$ cat src/rtl/multi_cycle_controller.sv
// rtl/multi_cycle_controller.sv - Moore control FSM for a multi-cycle datapath.
// Outputs are registered alongside the state; write strobes are masked while rst is high.
module multi_cycle_controller (
  input  logic       clk,
  input  logic       rst,
  input  logic [3:0] opcode,
  input  logic [1:0] cond,
  input  logic       z,
  input  logic       c,
  input  logic       n,
  input  logic       v,
  output logic       pc_write,
  output logic       ir_write,
  output logic       mem_read,
  output logic       mem_write,
  output logic       reg_write,
  output logic       flags_write,
  output logic       iord,
  output logic       reg_dst,
  output logic       mem_to_reg,
  output logic       alu_src_a,
  output logic [1:0] alu_src_b,
  output logic [2:0] alu_op,
  output logic [1:0] pc_src,
  output logic [3:0] state,
  output logic       halted
);

  typedef enum logic [3:0] {
    S_FETCH    = 4'd0,
    S_DECODE   = 4'd1,
    S_EXEC_R   = 4'd2,
    S_EXEC_I   = 4'd3,
    S_ALU_WB   = 4'd4,
    S_MEM_ADDR = 4'd5,
    S_MEM_RD   = 4'd6,
    S_MEM_WB   = 4'd7,
    S_MEM_WR   = 4'd8,
    S_BRANCH   = 4'd9,
    S_JUMP     = 4'd10,
    S_HALT     = 4'd11
  } state_t;

  typedef struct packed {
    logic       pc_write;
    logic       ir_write;
    logic       mem_read;
    logic       mem_write;
    logic       reg_write;
    logic       flags_write;
    logic       iord;
    logic       reg_dst;
    logic       mem_to_reg;
    logic       alu_src_a;
    logic [1:0] alu_src_b;
    logic [2:0] alu_op;
    logic [1:0] pc_src;
    logic       halted;
  } ctrl_t;

  state_t state_q, state_d;
  ctrl_t  ctrl_q, ctrl_d;
  logic   taken;

  // The carry flag plays no part in any branch decision.
  logic unused_c;
  assign unused_c = c;

  always_comb begin
    taken = 1'b0;
    unique case (cond)
      2'b00: taken = 1'b1;
      2'b01: taken = z;
      2'b10: taken = ~z;
      2'b11: taken = n ^ v;
      default: taken = 1'b0;
    endcase
  end

  always_comb begin
    state_d = S_FETCH;
    case (state_q)
      S_FETCH:  state_d = S_DECODE;
      S_DECODE: begin
        casez (opcode)
          4'b0???: state_d = S_EXEC_R;
          4'b1000: state_d = S_EXEC_I;
          4'b1001: state_d = S_MEM_ADDR;
          4'b1010: state_d = S_MEM_ADDR;
          4'b1011: state_d = S_BRANCH;
          4'b1100: state_d = S_JUMP;
          4'b1101: state_d = S_HALT;
          default: state_d = S_FETCH;
        endcase
      end
      S_EXEC_R:   state_d = (opcode == 4'b0010 || opcode == 4'b0101) ? S_FETCH : S_ALU_WB;
      S_EXEC_I:   state_d = S_ALU_WB;
      S_ALU_WB:   state_d = S_FETCH;
      S_MEM_ADDR: state_d = (opcode == 4'b1001) ? S_MEM_RD : S_MEM_WR;
      S_MEM_RD:   state_d = S_MEM_WB;
      S_MEM_WB:   state_d = S_FETCH;
      S_MEM_WR:   state_d = S_FETCH;
      S_BRANCH:   state_d = S_FETCH;
      S_JUMP:     state_d = S_FETCH;
      S_HALT:     state_d = S_HALT;
      default:    state_d = S_FETCH;
    endcase
    if (rst) begin
      state_d = S_FETCH;
    end
  end

  // Outputs are decoded from the state being entered so they line up with it.
  always_comb begin
    ctrl_d = '0;
    case (state_d)
      S_FETCH: begin
        ctrl_d.mem_read  = 1'b1;
        ctrl_d.ir_write  = 1'b1;
        ctrl_d.alu_src_b = 2'b01;
        ctrl_d.pc_write  = 1'b1;
      end
      S_DECODE: ctrl_d.alu_src_b = 2'b10;
      S_EXEC_R: begin
        ctrl_d.alu_src_a   = 1'b1;
        ctrl_d.alu_op      = opcode[2:0];
        ctrl_d.flags_write = 1'b1;
      end
      S_EXEC_I: begin
        ctrl_d.alu_src_a   = 1'b1;
        ctrl_d.alu_src_b   = 2'b10;
        ctrl_d.flags_write = 1'b1;
      end
      S_ALU_WB: begin
        ctrl_d.reg_write = 1'b1;
        ctrl_d.reg_dst   = (state_q == S_EXEC_R);
      end
      S_MEM_ADDR: begin
        ctrl_d.alu_src_a = 1'b1;
        ctrl_d.alu_src_b = 2'b10;
      end
      S_MEM_RD: begin
        ctrl_d.mem_read = 1'b1;
        ctrl_d.iord     = 1'b1;
      end
      S_MEM_WB: begin
        ctrl_d.reg_write  = 1'b1;
        ctrl_d.mem_to_reg = 1'b1;
      end
      S_MEM_WR: begin
        ctrl_d.mem_write = 1'b1;
        ctrl_d.iord      = 1'b1;
      end
      S_BRANCH: begin
        ctrl_d.pc_src   = 2'b01;
        ctrl_d.pc_write = taken;
      end
      S_JUMP: begin
        ctrl_d.pc_src   = 2'b10;
        ctrl_d.pc_write = 1'b1;
      end
      S_HALT:  ctrl_d.halted = 1'b1;
      default: ctrl_d = '0;
    endcase
  end

  always_ff @(posedge clk) begin
    state_q <= state_d;
    ctrl_q  <= ctrl_d;
  end

  assign pc_write    = ctrl_q.pc_write    & ~rst;
  assign ir_write    = ctrl_q.ir_write    & ~rst;
  assign mem_write   = ctrl_q.mem_write   & ~rst;
  assign reg_write   = ctrl_q.reg_write   & ~rst;
  assign flags_write = ctrl_q.flags_write & ~rst;
  assign mem_read    = ctrl_q.mem_read;
  assign iord        = ctrl_q.iord;
  assign reg_dst     = ctrl_q.reg_dst;
  assign mem_to_reg  = ctrl_q.mem_to_reg;
  assign alu_src_a   = ctrl_q.alu_src_a;
  assign alu_src_b   = ctrl_q.alu_src_b;
  assign alu_op      = ctrl_q.alu_op;
  assign pc_src      = ctrl_q.pc_src;
  assign halted      = ctrl_q.halted;
  assign state       = state_q;

endmodule

$ cat config.mk
export PLATFORM = sky130hd
export DESIGN_NAME = multi_cycle_controller
export DESIGN_NICKNAME = d
export VERILOG_FILES = /design/src/rtl/multi_cycle_controller.sv
export SDC_FILE = /design/constraint.sdc
export NUM_CORES = 1
export LEC_CHECK = 0
export BUFFER_PORTS_ARGS = -buffer_cell sky130_fd_sc_hd__buf_2
export CORE_UTILIZATION = 45
export DETAILED_ROUTE_END_ITERATION = 16
export GPL_ROUTABILITY_DRIVEN = 0
export PLACE_DENSITY_LB_ADDON = 0.3
export SLEW_MARGIN = 10
export SYNTH_ARGS = -nofsm -noshare
export SYNTH_HDL_FRONTEND = slang
export SYNTH_SLANG_ARGS = --single-unit
$ cat constraint.sdc
create_clock -name clk -period 2.1 [get_ports clk]
set_input_delay 0.21 -clock clk [delete_from_list [all_inputs] [get_ports clk]]
set_output_delay 0.21 -clock clk [all_outputs]
set_load 0.01 [all_outputs]
==> flow_summary_export.csv <==
group,metric,value,unit
run_status,status,"finished, final reports clean",
timing,fin_crit,1800,ps
cells_and_area,final_common_cell,"buf_2",
worst_setup_path,critPathLaunchType,"flip-flop",
die,start_util,0.476,
logic_synthesis,syn_area,1170,um2
logic_synthesis,syn_nets,137,
logic_synthesis,ys_seq_area_frac,0.377,
timing,setup-tns-final,0,ps
cells_and_area,fin_nets,163,
drt,drc_errors,0,
worst_setup_path,critPathCaptureType,"flip-flop",
cts,cts_buffer_depth,2,
worst_setup_path,cp.required,2320,ps
timing,fin_crit_sh,0.859,
cts,cts_tree,"done",
timing,skew,15.1,ps
die,dieHeight,53.0,um
cts,clk_pin_slew,130,ps
cells_and_area,largest_register_ffs,5,
drt,drt_iter0_markers,16,
placement,port-buffer-count,32,
placement,place_area,1300,um2
global_routing,gr-total-overflow,0,
drt,dr.pass1.iters,4,
cells_and_area,syn2layout_area_growth,15.8,%
die,dieWidth,53.0,um
cts,postCtsSetupBuffers,0,
logic_synthesis,yosysWarnings,0,
timing,final_hold_viol_count,0,
global_routing,grt_max_degree,14,
power,irDropWorstVdd,0.000568,V
logic_synthesis,yosys_register_bits,22,
power,p_per_area,985,nW/um2
global_routing,grt_pass1_wl,3530,um
logic_synthesis,synth_edf_count,0,
power,p_leak,0.583,nW
die,rows,18,
logic_synthesis,synth.distinct_cells,43,
cells_and_area,fin_util,0.551,
drt,vias,949,
cells_and_area,layout_common_cells,"buf_2 (32), dfxtp_1 (22), nor2_1 (10)",
timing,worst_pin_slew,573,ps
logic_synthesis,synth_ff_type,"dfxtp_1",
cells_and_area,final_area,1350,um2
placement,pre_cts_ws,324,ps
drt,ant_nets,0,
die,io_pins,34,
timing,timing.fmax,0.554,GHz
timing,rsz0062_at_grt,"false",
timing,layout_setup_ws,296,ps
placement,dpl.cell_count,176,
placement,hpwl,1760,um
global_routing,track_usage,0.179,
global_routing,antenna_found_initial,0,
worst_hold_path,hold_path_class,"in2reg",
drt,wl_per_cell,12.4,um
cts,cts_resized,0,
timing,worst_slew_margin_rel,0.616,
logic_synthesis,synth_cells,125,
cts,postCtsHoldBufs,0,
cells_and_area,final_layout_size_suffix_gt1_frac,0.380,
power,power.total,1.33,mW
die,die_area,2800,um2
cts,cts_sinks,22,
drt,wirelength,2240,um
cts,cts_made_buffers,3,
cts,cts_root_buffer,"clkbuf_4",
worst_setup_path,cp_max_fo,11,
timing,setup_violations,0,
cts,insertion_delay,320,ps
timing,fin_hold_ws,183,ps
timing,report.final.slew_viol_count,0,
cells_and_area,fin_cells,180,
worst_setup_path,crit_type,"reg2reg",
global_routing,grt_pass1_vias,803,
drt,routed_via_density,5.27,
worst_setup_path,critPathArrivalTime,2030,ps
cells_and_area,diodes,0,
cts,htree_levels,1,
logic_synthesis,syn_avg_cell_area,9.35,um2
job,maxCapViolCount,0,
cells_and_area,largest-register,"ctrl_q",
die,core_area,2450,um2
logic_synthesis,ys_async_sr_fraction,0,
==> critical path, cell delays in order, from the launching register on <==
cell,delay [ps]
dfxtp_1,410
nand2b_1,230
a21o_1,190
a31oi_1,500
a21oi_1,130
o31a_1,270
==> path summary, 6_finish.rpt <==
check | start | to | slack [ps] | cells after the start
setup reg to reg | state[2] | mem_read | 300 | 5
hold / removal | opcode[2] | alu_op[2] | 180 | 3
hold reg to reg | state[0] | reg_dst | 630 | 2
setup / recovery | state[2] | mem_read | 300 | 5
==> per-layer routing <==
metal  GRT usage  vias to the layer above  wire length [um]
li1            -                      491                 -
met1       0.226                      429              1030
met2       0.291                       25              1070
met3      0.0345                        4                99
met4      0.0789                        0                29
met5           0                        -                 0
==> power breakdown <==
part           internal [mW]  leakage [nW]  switching [mW]  total, mW
registers              0.483         0.180          0.0198      0.503
clock network          0.193        0.0279           0.127      0.320
logic                  0.215         0.375           0.296      0.511
==> cells by family (layout without fill, tap and decap cells) <==
logic type                count (synthesis)  after routing  share of synthesized area
and+or+nand+nor                          52             52                      0.313
AOI/OAI and AO/OA                        26             26                      0.182
DFF                                      22             22                      0.377
buffers and inverters                    21             46                     0.0974
xor gates and xnor gates                  3              3                     0.0225
muxes                                     1              1                    0.00857
==> cell type report <==
| cell class | count | area (um2) |
|---|---|---|
| clock buffers | 3 | 22.5 |
| clock inverters | 1 | 30.0 |
| fillers | 238 | 1100 |
| inverters | 7 | 26.3 |
| multi-input cells | 82 | 614 |
| flip-flops and latches | 22 | 440 |
| well taps | 30 | 37.5 |
| repair buffers | 35 | 183 |
==> synthesized netlist by cell type, drive strengths merged, types with 2 or more instances <==
| cell type | instances | area (um2) |
|---|---|---|
| a21oi | 4 | 20.0 |
| a31o | 3 | 35.0 |
| a31oi | 3 | 25.0 |
| buf | 14 | 87.6 |
| dfxtp | 22 | 440 |
| inv | 7 | 26.3 |
| nand2 | 3 | 11.3 |
| nand2b | 7 | 51.3 |
| nand3 | 4 | 20.0 |
| nand3b | 3 | 22.5 |
| nor2 | 10 | 37.5 |
| nor2b | 5 | 31.3 |
| nor3 | 3 | 15.0 |
| nor3b | 2 | 20.0 |
| nor4 | 7 | 75.1 |
| o211ai | 3 | 22.5 |
| o21ai | 5 | 25.0 |
| or3b | 2 | 22.5 |
| xnor2 | 2 | 17.5 |
(Power assumes the default switching activity.)
